[src/rtl/wb_stage_pkg.sv]
// wb_stage_pkg: exception codes, CP0 register addresses and the exception-flag
// bundle carried down the pipeline into write-back.
`default_nettype none

package wb_stage_pkg;

   localparam logic [4:0] EX_INT  = 5'h00;
   localparam logic [4:0] EX_ADEL = 5'h04;
   localparam logic [4:0] EX_ADES = 5'h05;
   localparam logic [4:0] EX_SYS  = 5'h08;
   localparam logic [4:0] EX_BP   = 5'h09;
   localparam logic [4:0] EX_RI   = 5'h0a;
   localparam logic [4:0] EX_OV   = 5'h0c;

   // CP0 addresses are {rd, sel}
   localparam logic [7:0] CR_BADVADDR = 8'h40;
   localparam logic [7:0] CR_COUNT    = 8'h48;
   localparam logic [7:0] CR_COMPARE  = 8'h58;
   localparam logic [7:0] CR_STATUS   = 8'h60;
   localparam logic [7:0] CR_CAUSE    = 8'h68;
   localparam logic [7:0] CR_EPC      = 8'h70;

   localparam logic [31:0] EX_ENTRY_BEV1 = 32'hBFC00380;

   typedef struct packed {
      logic adel_if;
      logic ri;
      logic ov;
      logic sys;
      logic bp;
      logic adel_d;
      logic ades;
   } ex_flags_t;

endpackage

`default_nettype wire

[src/rtl/wb_ex_arbiter.sv]
// wb_ex_arbiter: combinational priority encoder selecting the precise exception
// (interrupt first) and its code / bad virtual address for the committing instruction.
`default_nettype none

module wb_ex_arbiter
   import wb_stage_pkg::*;
(
   input  logic        has_int,
   input  ex_flags_t   flags,
   input  logic [31:0] pc,
   input  logic [31:0] data_addr,
   output logic        any_ex,
   output logic [4:0]  excode,
   output logic [31:0] badvaddr
);

   always_comb begin
      any_ex   = 1'b1;
      excode   = EX_INT;
      badvaddr = 32'h0;
      if (has_int) begin
         excode = EX_INT;
      end else if (flags.adel_if) begin
         excode   = EX_ADEL;
         badvaddr = pc;
      end else if (flags.ri) begin
         excode = EX_RI;
      end else if (flags.ov) begin
         excode = EX_OV;
      end else if (flags.sys) begin
         excode = EX_SYS;
      end else if (flags.bp) begin
         excode = EX_BP;
      end else if (flags.adel_d) begin
         excode   = EX_ADEL;
         badvaddr = data_addr;
      end else if (flags.ades) begin
         excode   = EX_ADES;
         badvaddr = data_addr;
      end else begin
         any_ex = 1'b0;
      end
   end

endmodule

`default_nettype wire

[src/rtl/wb_stage.sv]
// wb_stage: final pipeline register; commits GPR writes, drives CP0 controls and
// raises the pipeline-wide flush for exceptions and ERET.
`default_nettype none

module wb_stage
   import wb_stage_pkg::*;
#(
   parameter logic [31:0] EX_ENTRY = EX_ENTRY_BEV1,
   parameter bit          TRACE_EN = 1'b1
) (
   input  logic        clk,
   input  logic        reset,
   input  logic        ms_valid,
   output logic        ws_allowin,
   input  logic [31:0] ms_pc,
   input  logic        ms_bd,
   input  logic        ms_gr_we,
   input  logic [4:0]  ms_dest,
   input  logic [31:0] ms_result,
   input  logic        ms_op_mtc0,
   input  logic        ms_op_mfc0,
   input  logic        ms_op_eret,
   input  logic [7:0]  ms_c0_addr,
   input  logic        ms_ex_adel_if,
   input  logic        ms_ex_ri,
   input  logic        ms_ex_ov,
   input  logic        ms_ex_sys,
   input  logic        ms_ex_bp,
   input  logic        ms_ex_adel_d,
   input  logic        ms_ex_ades,
   input  logic [31:0] ms_data_addr,
   input  logic        has_int,
   input  logic [31:0] c0_rdata,
   input  logic [31:0] c0_epc,
   output logic        mtc0_we,
   output logic [7:0]  c0_raddr,
   output logic [31:0] c0_wdata,
   output logic        wb_ex,
   output logic        wb_bd,
   output logic        eret_flush,
   output logic [4:0]  wb_excode,
   output logic [31:0] wb_pc,
   output logic [31:0] wb_badvaddr,
   output logic        ws_flush,
   output logic [31:0] ws_flush_pc,
   output logic [3:0]  rf_we,
   output logic [4:0]  rf_waddr,
   output logic [31:0] rf_wdata,
   output logic        ws_fwd_valid,
   output logic [4:0]  ws_fwd_dest,
   output logic [31:0] debug_wb_pc,
   output logic [3:0]  debug_wb_rf_wen,
   output logic [4:0]  debug_wb_rf_wnum,
   output logic [31:0] debug_wb_rf_wdata
);

   logic        ws_valid;
   logic        ws_ready_go;
   logic [31:0] ws_pc;
   logic        ws_bd;
   logic        ws_gr_we;
   logic [4:0]  ws_dest;
   logic [31:0] ws_result;
   logic        ws_op_mtc0;
   logic        ws_op_mfc0;
   logic        ws_op_eret;
   logic [7:0]  ws_c0_addr;
   logic [31:0] ws_data_addr;
   ex_flags_t   ws_flags;
   ex_flags_t   ms_flags;

   logic        live;
   logic        any_ex;
   logic [4:0]  arb_excode;
   logic [31:0] arb_badvaddr;
   logic        rf_write;

   assign ws_ready_go = 1'b1;
   assign ws_allowin  = !ws_valid || ws_ready_go;

   assign ms_flags = '{adel_if: ms_ex_adel_if, ri: ms_ex_ri, ov: ms_ex_ov, sys: ms_ex_sys,
                       bp: ms_ex_bp, adel_d: ms_ex_adel_d, ades: ms_ex_ades};

   // A flush kills whatever MEM hands over this cycle, since upstream is flushed too.
   always_ff @(posedge clk) begin
      if (reset)
         ws_valid <= 1'b0;
      else if (ws_flush)
         ws_valid <= 1'b0;
      else
         ws_valid <= ms_valid;
   end

   always_ff @(posedge clk) begin
      if (ms_valid && ws_allowin) begin
         ws_pc        <= ms_pc;
         ws_bd        <= ms_bd;
         ws_gr_we     <= ms_gr_we;
         ws_dest      <= ms_dest;
         ws_result    <= ms_result;
         ws_op_mtc0   <= ms_op_mtc0;
         ws_op_mfc0   <= ms_op_mfc0;
         ws_op_eret   <= ms_op_eret;
         ws_c0_addr   <= ms_c0_addr;
         ws_data_addr <= ms_data_addr;
         ws_flags     <= ms_flags;
      end
   end

   wb_ex_arbiter u_arbiter (
      .has_int   (has_int),
      .flags     (ws_flags),
      .pc        (ws_pc),
      .data_addr (ws_data_addr),
      .any_ex    (any_ex),
      .excode    (arb_excode),
      .badvaddr  (arb_badvaddr)
   );

   // Reset in the commit cycle drops any side effect of the instruction in WB.
   assign live = ws_valid && !reset;

   assign wb_ex       = live && any_ex;
   assign wb_excode   = arb_excode;
   assign wb_badvaddr = wb_ex ? arb_badvaddr : 32'h0;
   assign wb_pc       = ws_pc;
   assign wb_bd       = ws_bd;
   assign eret_flush  = live && ws_op_eret && !any_ex;
   assign ws_flush    = wb_ex || eret_flush;
   assign ws_flush_pc = wb_ex ? EX_ENTRY : c0_epc;

   assign mtc0_we  = live && ws_op_mtc0 && !any_ex;
   assign c0_raddr = ws_c0_addr;
   assign c0_wdata = ws_result;

   assign rf_write     = live && ws_gr_we && !any_ex;
   assign rf_we        = {4{rf_write}};
   assign rf_waddr     = ws_dest;
   assign rf_wdata     = ws_op_mfc0 ? c0_rdata : ws_result;
   assign ws_fwd_valid = rf_write;
   assign ws_fwd_dest  = ws_dest;

   if (TRACE_EN) begin : g_trace
      assign debug_wb_pc       = ws_pc;
      assign debug_wb_rf_wen   = rf_we;
      assign debug_wb_rf_wnum  = rf_waddr;
      assign debug_wb_rf_wdata = rf_wdata;
   end else begin : g_no_trace
      assign debug_wb_pc       = 32'h0;
      assign debug_wb_rf_wen   = 4'h0;
      assign debug_wb_rf_wnum  = 5'h0;
      assign debug_wb_rf_wdata = 32'h0;
   end

endmodule

`default_nettype wire

[config.mk]
export PLATFORM = sky130hd
export DESIGN_NAME = wb_stage
export DESIGN_NICKNAME = d
export VERILOG_FILES = /design/src/rtl/wb_stage_pkg.sv /design/src/rtl/wb_ex_arbiter.sv /design/src/rtl/wb_stage.sv
export SDC_FILE = /design/constraint.sdc
export NUM_CORES = 1
export LEC_CHECK = 0
export ABC_AREA = 1
export BUFFER_PORTS_ARGS = -buffer_cell sky130_fd_sc_hd__buf_2
export CORE_AREA = 3 3 177 179
export DETAILED_ROUTE_END_ITERATION = 12
export DIE_AREA = 0 0 180 182
export MAX_ROUTING_LAYER = met4
export PLACE_DENSITY = 0.57
export SLEW_MARGIN = 20
export SYNTH_ARGS = -nofsm -noshare
export SYNTH_HDL_FRONTEND = slang
export SYNTH_SLANG_ARGS = --single-unit
export TNS_END_PERCENT = 10
[constraint.sdc]
create_clock -name clk -period 1.7 [get_ports clk]
set_clock_uncertainty 0.2 [all_clocks]
set_input_delay 0.17 -clock clk [delete_from_list [all_inputs] [get_ports clk]]
set_output_delay 0.17 -clock clk [all_outputs]
set_load 0.02 [all_outputs]
# Yosys cells after proc, flatten, opt, wreduce, memory -nomap -nowiden

Cells that the tools add are included.

Bits in registers: 122
Input bits: 189
Output and inout bits: 267
Word-level logic and storage cells: 57

Muxes and demuxes: 27
Reductions and logical operators: 12

Operators by type and width:

| kind                | count |
|---|---|
| $mux W32            | 11 |
| $mux W5             | 7 |
| $logic_and A1 B1 Y1 | 8 |
| $mux W1             | 8 |
| $mux W3             | 1 |
| $logic_not A1 Y1    | 2 |
| $reduce_or A2 Y1    | 1 |
| $logic_or A1 B1 Y1  | 1 |

# Longest topological paths before layout

Gate-level depths: netlist (run 1).

Depth after elaboration: 12
Depth in mapped cells: 7
Mapped depth without buffers: 5

# Cells and area by module

Synthesis (run 1) repeated with hierarchy kept, for this count alone.

Cell total of the unflattened synthesis: 658
Area total of the unflattened synthesis: 6,585.1 µm²

By module, submodules not included:

| module        | cells an instance | area each (µm²) | instances |
|---|---|---|---|
| wb_stage      | 456               | 5,496.5         | 1 |
| wb_ex_arbiter | 202               | 1,088.5         | 1 |

# Worst setup path before layout (run 1)

OpenSTA, ideal clock, no wires.

Kind: reg2out
From: reg ws_flags[6] (netlist name)
To: out debug_wb_rf_wen[0]
Path slack: -285 ps
Arrival time: 1,615 ps
Cell stages (with the launch flop): 6
Path buffers: 2
Cell sequence: edfxtp_1 -> buf_4 -> nor2_4 -> nand4_1 -> nor2_1 -> buf_4

Cells in the longest elaborated chain, start to end: 4

RTL lines:

| element                | line                | source |
|---|---|---|
| from (decl)            | wb_stage.sv:69      | `ex_flags_t ws_flags;` |
| from (signal assigned) | wb_stage.sv:106     | `ws_flags <= ms_flags;` |
| $mux W1                | wb_ex_arbiter.sv:23 | `end else if (flags.adel_if) begin` |
| $mux W1                | wb_ex_arbiter.sv:21 | `if (has_int) begin` |
| $logic_not A1 Y1       | wb_stage.sv:136     | `assign rf_write = live && ws_gr_we && !any_ex;` |
| $logic_and A1 B1 Y1    | wb_stage.sv:136     |  |
| to (decl)              | wb_stage.sv:52      | `output logic [3:0] debug_wb_rf_wen,` |

Every way passes these cells.

# Worst setup path after layout (run 1)

From: reg ws_flags[6] (netlist name)
To: out ws_flush_pc[8]

Cells in the longest elaborated chain, start to end: 4

RTL lines:

| element             | line                | source |
|---|---|---|
| $mux W1             | wb_ex_arbiter.sv:23 |  |
| $mux W1             | wb_ex_arbiter.sv:21 |  |
| $logic_and A1 B1 Y1 | wb_stage.sv:123     | `assign wb_ex = live && any_ex;` |
| $mux W32            | wb_stage.sv:130     | `assign ws_flush_pc = wb_ex ? EX_ENTRY : c0_epc;` |
| to (decl)           | wb_stage.sv:45      | `output logic [31:0] ws_flush_pc,` |

Every way passes these cells.

==> results_dict.tcl, run 1 <==
set metrics [dict create \
    min_period_over_period_pct 137 \
    cp-end-kind "output pin" \
    core_um2 29700 \
    synth-seq-area-share_pct 61.4 \
    area_delta_synth_final_pct 78.2 \
    fin_ws_ps -625 \
    hold_viol_final 0 \
    numPortBuffers 453 \
    grt_pass1_vias 6012 \
    p_per_area_nw_per_um2 917 \
    required_ps 1330 \
    grtUsageTotal_pct 15.7 \
    dieArea_um2 32800 \
    vias_per_cell 3.98 \
    synth_nets 733 \
    synth_cell_type_count 23 \
    crit_fanout 17 \
    instances_no_fill 1479 \
    drive_above_1_share_pct 54.0 \
    clk_latency_ps 410 \
    irDropWorstVdd_v 0.000485 \
    ant_nets 0 \
    drt_wl_total_um 25800 \
    outcome "complete, but fails checks" \
    setup_tns_ps -56670 \
    initial_core_util_pct 20.0 \
    die_w_um 180 \
    critPathLaunchType "flop" \
    hold_class "primary input to flop" \
    cts_buffer_depth 2 \
    dp_slack_ps -453 \
    grt_pass1_wl_um 37400 \
    cp.arrival_ps 1950 \
    antenna_found_initial 2 \
    hpwl_um 19100 \
    die_h_um 182 \
    p_leak_nw 4.99 \
    maxSlewViolCount 0 \
    drtIter0Drc 271 \
    drt_pass1_iterations 4 \
    clk_pin_slew_worst_paths_ps 60 \
    layout.nets 1263 \
    placed_cells 1311 \
    io_pins 456 \
    gr-total-overflow 0 \
    n_fill_cell 2965 \
    post_drt_wl_per_cell_um 17.4 \
    worstSetupPathType "flop to output pin" \
    synth.avg_cell_area_um2 10.9 \
    num_rows 63 \
    setup_viol 145 \
    grt_max_degree 55 \
    syn_inst 544 \
    drv_cap 0 \
    tritoncts.num_buffers 17 \
    cts-root-buf "clkbuf_16" \
    cts-htree-levels 4 \
    vias 5889 \
    rsz0062_at_grt "true" \
    netlist_area_um2 5950 \
    gp_congestion 0.832 \
    cts_num_sinks 122 \
    cts_tree "yes" \
    synth_warnings 0 \
    synth-seq-cells 122 \
    period_minus_slack_ps 2320 \
    drc 0 \
    violations "setup timing" \
    fmax_mhz 430 \
    final_util_pct 35.7 \
]
-- synth_stat cells --
cell	number	area (um2)
edfxtp_1	121	3630
clkbuf_1	7	26.3
nor2_1	122	458
o21ai_0	1	5.00
mux2_2	30	338
buf_4	88	661
a21oi_1	3	15.0
nor4_1	1	6.26
nor2_2	5	31.3
dfxtp_1	1	20.0
buf_2	11	55.1
conb_1	2	7.51
nand2_1	39	146
inv_1	59	221
or2_1	12	75.1
buf_6	1	11.3
inv_2	1	3.75
o21ai_1	2	10.0
mux2_1	2	22.5
nand4_1	1	6.26
nand3_2	1	10.0
nor2_4	2	22.5
nand3_1	32	160
-- cells in the final DEF, fill, tap and decap left out, types with 9 or more instances in the layout --
cell	n
nor2_1	108
nor2_4	9
inv_1	59
nor2_2	14
nand3_1	32
buf_6	18
dlygate4sd3_1	122
buf_12	11
nand2_1	37
edfxtp_1	121
buf_4	53
clkbuf_16	18
mux2_2	32
buf_2	408
or2_1	12
-- worst paths after layout --
path	slack, ps	startpoint	end	cells past startpoint
hold / removal	30	ms_valid	ws_data_addr[30]$_DFFE_PP_	2
hold reg to reg	440	ws_op_eret$_DFFE_PP_	ws_valid$_SDFF_PP0_	4
setup / recovery	-620	ws_flags[6]$_DFFE_PP_	ws_flush_pc[8]	8
setup reg to reg	80	ws_flags[6]$_DFFE_PP_	ws_valid$_SDFF_PP0_	8
-- logic make-up (layout without fill, tap and decap cells) --
family | after synthesis | after routing | share of synthesized area, %
other cells | 2 | 4 | 0.126
mux | 32 | 32 | 6.06
simple gates | 215 | 217 | 15.4
compound gates | 6 | 6 | 0.505
flops | 122 | 122 | 61.4
buf+inv | 167 | 708 | 16.5
-- worst max-delay path, stage by stage (launching register included) --
cell and delay [ps]:
edfxtp_1 480, nor2_4 130, buf_4 120, nand2_2 70, nor2_4 160, nor2_4 60, buf_12 150, or2_1 210
buf_2 160
-- per-layer routing --
layer / part of all wire [%] / routed length (um) / GRT usage, % / up-vias
met4: 2.8 / 715 / 5.75 / 0
li1: - / - / - / 2743
met1: 39 / 10100 / 17.8 / 2763
met2: 51 / 13100 / 26.9 / 349
met5: 0 / 0 / - / -
met3: 7.3 / 1880 / 3.81 / 34
-- where the power goes --
group | leakage (nW) | internal (mW) | switching [mW]
clock network | 0.277 | 2.32 | 1.41
logic | 3.52 | 0.950 | 1.32
registers | 1.19 | 3.58 | 0.145
total | 4.99 | 6.85 | 2.87
-- final cells by class --
cell class	instances	area (um2)	area share, %
Antenna cell	2	5.00	0.0472
Clock buffer	19	433	4.08
Clock inverter	13	168	1.58
Inverter	60	225	2.13
Multi-Input combinational cell	257	1440	13.6
Sequential cell	122	3650	34.5
Tap cell	390	488	4.60
Timing Repair Buffer	616	4180	39.5
-- what timing repair did --
item,CTS,global route
endpoints found under the setup margin,145,145
pin swaps,6,2
hold buffers,122,0
setup buffers,5,3
gates cloned,4,1
hold endpoints to repair,122,0
resized for setup,58,37
-- sequential cells by signal, indices dropped and copies added (netlist names) --
register          count
ws_op_mfc0            1
ws_gr_we              1
ws_flags              7
wb_bd                 1
debug_wb_rf_wnum      5
c0_raddr              8
ws_op_eret            1
ws_op_mtc0            1
ws_valid              1
debug_wb_pc          32
c0_wdata             32
ws_data_addr         32
-- stage by stage --
stage	area [um2]	hold slack [ps]	power (mW)
detailed placement	8320	148	5.72
floorplan	5950	68.9	4.93
finish	10600	30.1	9.72
global placement	8320	146	5.72
CTS	10400	14.9	9.83
global route	10600	15.7	10.2
(Power assumes the default switching activity.)
==> inputs of run 2 (changes only) <==
--- a/config.mk
+++ b/config.mk
@@ -16,4 +16,3 @@
 export SYNTH_ARGS = -nofsm -noshare
 export SYNTH_HDL_FRONTEND = slang
 export SYNTH_SLANG_ARGS = --single-unit
-export TNS_END_PERCENT = 10
==> run 2 against run 1 <==
Effect of this change: the run still ends with setup timing left; die area unchanged; total power is 2.0% higher; register-to-register slack improved by 80 ps.
==> results_dict.tcl, run 2 (synthesis results as in run 1) <==
set metrics [dict create \
    period_minus_slack_ps 2280 \
    dieArea_um2 32800 \
    violations "setup timing" \
    holdWs_ps 225 \
    cts_num_sinks 122 \
    drt_wl_total_um 27500 \
    hold_path_depth 7 \
    setup_tns_ps -58070 \
    critPathLaunchType "flop" \
    grt_pass1_wl_um 38800 \
    cp.arrival_ps 1910 \
    p_leak_nw 5.33 \
    grt_pass1_vias 6240 \
    ff2ff_path_depth 8 \
    core_um2 29700 \
    fmax_mhz 438 \
    die_h_um 182 \
    grt_max_degree 38 \
    outcome "complete, but fails checks" \
    hpwl_um 19900 \
    seqCellArea_um2 3650 \
    maxSlewViolCount 0 \
    rsz0062_at_grt "true" \
    clk_latency_ps 430 \
    p_per_area_nw_per_um2 881 \
    dp_slack_ps -435 \
    final_common_cell "buf_2" \
    antenna_found_initial 2 \
    drv_cap 0 \
    initial_core_util_pct 20.0 \
    drc 0 \
    n_fill_cell 2832 \
    fin_ws_ps -585 \
    cts_buffer_depth 2 \
    irDropWorstVdd_v 0.000670 \
    cts_tree "yes" \
    vias 5997 \
    cts-root-buf "clkbuf_16" \
    tritoncts.num_buffers 17 \
    mostFrequentLayoutCells "339 x buf_2, 123 x dlygate4sd3_1, 121 x edfxtp_1, 110 x nor2_1, 91 x buf_6" \
    io_pins 456 \
    layout.nets 1270 \
    hold_viol_final 0 \
    crit_fanout 3 \
    setup_viol 145 \
    multi_input_area_um2 1600 \
    required_ps 1330 \
    cts-htree-levels 4 \
    area_delta_synth_final_pct 89.4 \
    worstSetupPathType "flop to output pin" \
    vias_per_cell 4.04 \
    numPortBuffers 453 \
    num_rows 63 \
    drt_pass1_iterations 4 \
    grtUsageTotal_pct 16.6 \
    gp_congestion 0.915 \
    drtIter0Drc 228 \
    hold_class "primary input to flop" \
    die_w_um 180 \
    cp-end-kind "output pin" \
    post_drt_wl_per_cell_um 18.5 \
    min_period_over_period_pct 134 \
    clk_pin_slew_worst_paths_ps 60 \
    gr-total-overflow 0 \
    drive_above_1_share_pct 54.3 \
    ant_nets 0 \
]
[run 2: changes by cell type in the layout (fill, tap and decap cells not counted), moves of 2 or more]
cell       previous run  this run
bufinv_16             3         1
nor2_1              108       110
buf_2               408       339
buf_12               11        14
buf_6                18        91
buf_16                1         4
buf_4                53        48
mux2_4                0        32
nor2_2               14        12
inv_6                 3         5
mux2_2               32         0
nor2_4                9        12
clkbuf_1              2         0
[run 2: layout make-up]
| type | instances | share of cell area (%) |
|---|---|---|
| inverter | 60 | 2.02 |
| tap | 390 | 4.33 |
| sequential | 122 | 32.5 |
| timing repair buffer | 620 | 41.9 |
| antenna | 2 | 0.0445 |
| multi-input combinational | 260 | 14.2 |
| clock buffer | 17 | 3.78 |
| clock inverter | 15 | 1.24 |
[run 2: final timing paths]
check | from | endpoint | slack (ps)
setup / recovery | ws_flags[6]$_DFFE_PP_ | wb_badvaddr[0] | -580
hold / removal | reset | ws_valid$_SDFF_PP0_ | 220
setup reg to reg | ws_flags[4]$_DFFE_PP_ | ws_valid$_SDFF_PP0_ | 160
hold reg to reg | ws_op_eret$_DFFE_PP_ | ws_valid$_SDFF_PP0_ | 450
[run 2: metrics by stage]
stage	instance area (um2)	std cells	power [mW]	utilization, %
floorplan	5960	544	4.93	-
global placement	8330	1310	5.72	28.0
detailed placement	8330	1310	5.73	28.0
CTS	11000	1479	10.0	37.2
global route	11300	1485	10.3	37.9
finish	11300	1486	9.92	37.9
[run 2: worst max-delay path, cell delays in order (launching register included)]
cell and delay [ps]:
edfxtp_1 440, buf_6 160, nor2_4 150, buf_4 140
nand3_1 60, nor2_1 130, nor2_1 60, nor2_1 170
buf_4 180
[run 2: power by group]
part / switching, mW / internal, mW / leakage, nW
clock: 1.52 / 2.03 / 0.263
combinational: 1.40 / 1.23 / 3.87
sequential: 0.152 / 3.58 / 1.19
total: 3.07 / 6.84 / 5.33
[run 2: timing repair]
action / 4_1_cts / 5_1_grt
resized for setup: 236 / 40
pin swaps: 14 / 13
gates cloned: 8 / 1
buffers inserted: 8 / 5
setup endpoints to repair: 145 / 145
endpoints found under the hold margin: 138 / 0
hold buffers: 123 / 0
[run 2: routing by layer]
metal | track usage (%) | part of all wire [%] | vias to the layer above
met2 | 30.1 | 54 | 392
met4 | 7.30 | 3.6 | 0
met1 | 16.5 | 35 | 2787
met3 | 4.81 | 7.6 | 51
met5 | - | 0 | -
li1 | - | - | 2767
==> inputs of run 3 (changes only) <==
--- a/config.mk
+++ b/config.mk
@@ -7,11 +7,13 @@
 export LEC_CHECK = 0
 export ABC_AREA = 1
 export BUFFER_PORTS_ARGS = -buffer_cell sky130_fd_sc_hd__buf_2
-export CORE_AREA = 3 3 177 179
+export CELL_PAD_IN_SITES_DETAIL_PLACEMENT = 0
+export CELL_PAD_IN_SITES_GLOBAL_PLACEMENT = 1
+export CORE_AREA = 3 3 175 177
 export DETAILED_ROUTE_END_ITERATION = 12
-export DIE_AREA = 0 0 180 182
+export DIE_AREA = 0 0 178 180
 export MAX_ROUTING_LAYER = met4
-export PLACE_DENSITY = 0.57
+export PLACE_DENSITY = 0.73
 export SLEW_MARGIN = 20
 export SYNTH_ARGS = -nofsm -noshare
 export SYNTH_HDL_FRONTEND = slang
==> run 3 against run 2 <==
Effect of this change: the run still ends with setup timing left; final area is 3.5% higher; sequential share of layout area is 1.1 points lower; non-clock buffer count is 19 higher; critical path type unchanged.
==> results_dict.tcl, run 3 (synthesis results as in run 1) <==
set metrics [dict create \
    gr-total-overflow 0 \
    clk_pin_slew_worst_paths_ps 60 \
    relSlewSlack_pct 65.7 \
    core_um2 29400 \
    required_ps 1330 \
    drv_cap 0 \
    drt_pass1_iterations 5 \
    placed_area_um2 8390 \
    cp_common_cell "nor2_1" \
    cp-end-kind "output pin" \
    layout.nets 1286 \
    cts-root-buf "clkbuf_16" \
    io_pins 456 \
    rsz0062_at_grt "true" \
    outcome "complete, but fails checks" \
    cts_buffer_depth 2 \
    vias_per_cell 4.04 \
    gp_congestion 0.843 \
    hold_viol_final 0 \
    final_common_cell "buf_2" \
    finalPower_mw 10.2 \
    drt_wl_total_um 28700 \
    die_w_um 178 \
    post_drt_wl_per_cell_um 19.1 \
    drc 0 \
    critPathLaunchType "flop" \
    worstSetupPathType "flop to output pin" \
    period_minus_slack_ps 2330 \
    cts_num_sinks 122 \
    setup_viol 145 \
    dp_slack_ps -468 \
    initial_core_util_pct 20.2 \
    worstPathCellList "buf_12, nor2_4, buf_12, clkbuf_16, nand3_1, nor2_1, nor2_1, nor2_1, buf_4" \
    ant_nets 0 \
    area_delta_synth_final_pct 96.0 \
    placed_cells 1316 \
    vias 6065 \
    grt_pass1_vias 6304 \
    cts-htree-levels 4 \
    grt_pass1_wl_um 39100 \
    min_period_over_period_pct 137 \
    crit_fanout 10 \
    violations "setup timing" \
    setup_tns_ps -60020 \
    die_h_um 180 \
    slowest_delay_ps 480 \
    cts_tree "yes" \
    mostFrequentLayoutCells "341 x buf_2, 124 x dlygate4sd3_1, 121 x edfxtp_1, 93 x nor2_1, 92 x buf_6" \
    maxSlewViolCount 0 \
    grt_max_degree 24 \
    fmax_mhz 430 \
    tritoncts.num_buffers 17 \
    antenna_found_initial 3 \
    fin_ws_ps -627 \
    dieArea_um2 32000 \
    num_rows 63 \
    final_area_um2 11700 \
    irDropWorstVdd_v 0.000454 \
    cp.arrival_ps 1960 \
    hpwl_um 19600 \
    clk_latency_ps 410 \
    numPortBuffers 453 \
    crit_slowest_cell "edfxtp_1" \
    p_leak_nw 5.47 \
    drive_above_1_share_pct 57.0 \
    drtIter0Drc 275 \
    p_per_area_nw_per_um2 871 \
    hold_path_depth 2 \
    grtUsageTotal_pct 17.2 \
    hold_class "primary input to flop" \
    instances_no_fill 1503 \
    max_slew.worst_pin.slew_ps 513 \
    ff2ff_path_depth 6 \
]
## run 3: changes by cell type in the layout (fill, tap and decap cells not counted), moves of 5 or more
| cell | change |
|---|---|
| nand3_2 | +6 |
| nor2_1 | -17 |
| nand3_1 | -7 |
| nor2_2 | +14 |
| buf_4 | +7 |
| clkbuf_16 | +5 |
## run 3: worst max-delay path, delay by kind of cell, from the launching register on
kind,cells,cell delay (ps)
and+or+nand+nor,5,440
DFF,1,480
buffers and inverters,4,630
## run 3: report_power, final
part | internal [mW] | switching (mW)
clock network | 2.19 | 1.49
registers | 3.58 | 0.162
logic | 1.28 | 1.44
total | 7.05 | 3.10
## run 3: routing by layer
layer	part of all wire [%]	vias up	global-route usage (%)	wire length, um
met5	0	-	-	0
met4	3.6	0	7.57	1040
met3	6.7	40	3.23	1930
met2	53	362	30.7	15100
met1	37	2859	18.4	10600
li1	-	2804	-	-
## run 3: through the flow
stage | hold slack, ps | utilization [%]
after detailed placement | 148 | 28.5
after CTS | 54.1 | 38.2
after global placement | 147 | 28.5
after global routing | 54.2 | 39.6
final | 74.4 | 39.6
after floorplan | 68.9 | -
## run 3: path summary, 6_finish.rpt
check                   startpoint                          to  slack (ps)
max          ws_flags[6]$_DFFE_PP_             wb_badvaddr[23]        -630
min                       ms_valid  ws_data_addr[27]$_DFFE_PP_          70
max reg2reg  ws_flags[6]$_DFFE_PP_         ws_valid$_SDFF_PP0_         260
min reg2reg   ws_op_eret$_DFFE_PP_         ws_valid$_SDFF_PP0_         360
## run 3: layout make-up
cell class                 instances  area (um2)
fill                            2834       17800
timing repair buffer             639        5000
sequential                       122        3650
multi-input combinational        257        1680
tap                              390         488
clock buffer                      17         425
inverter                          60         235
clock inverter                    15         165
antenna                            3        7.51
## run 3: what timing repair did
item	CTS	global route
pin swaps	8	21
setup endpoints to repair	145	145
hold buffers	125	0
setup buffers	9	7
cloned	7	6
endpoints found under the hold margin	131	0
resized for setup	236	69
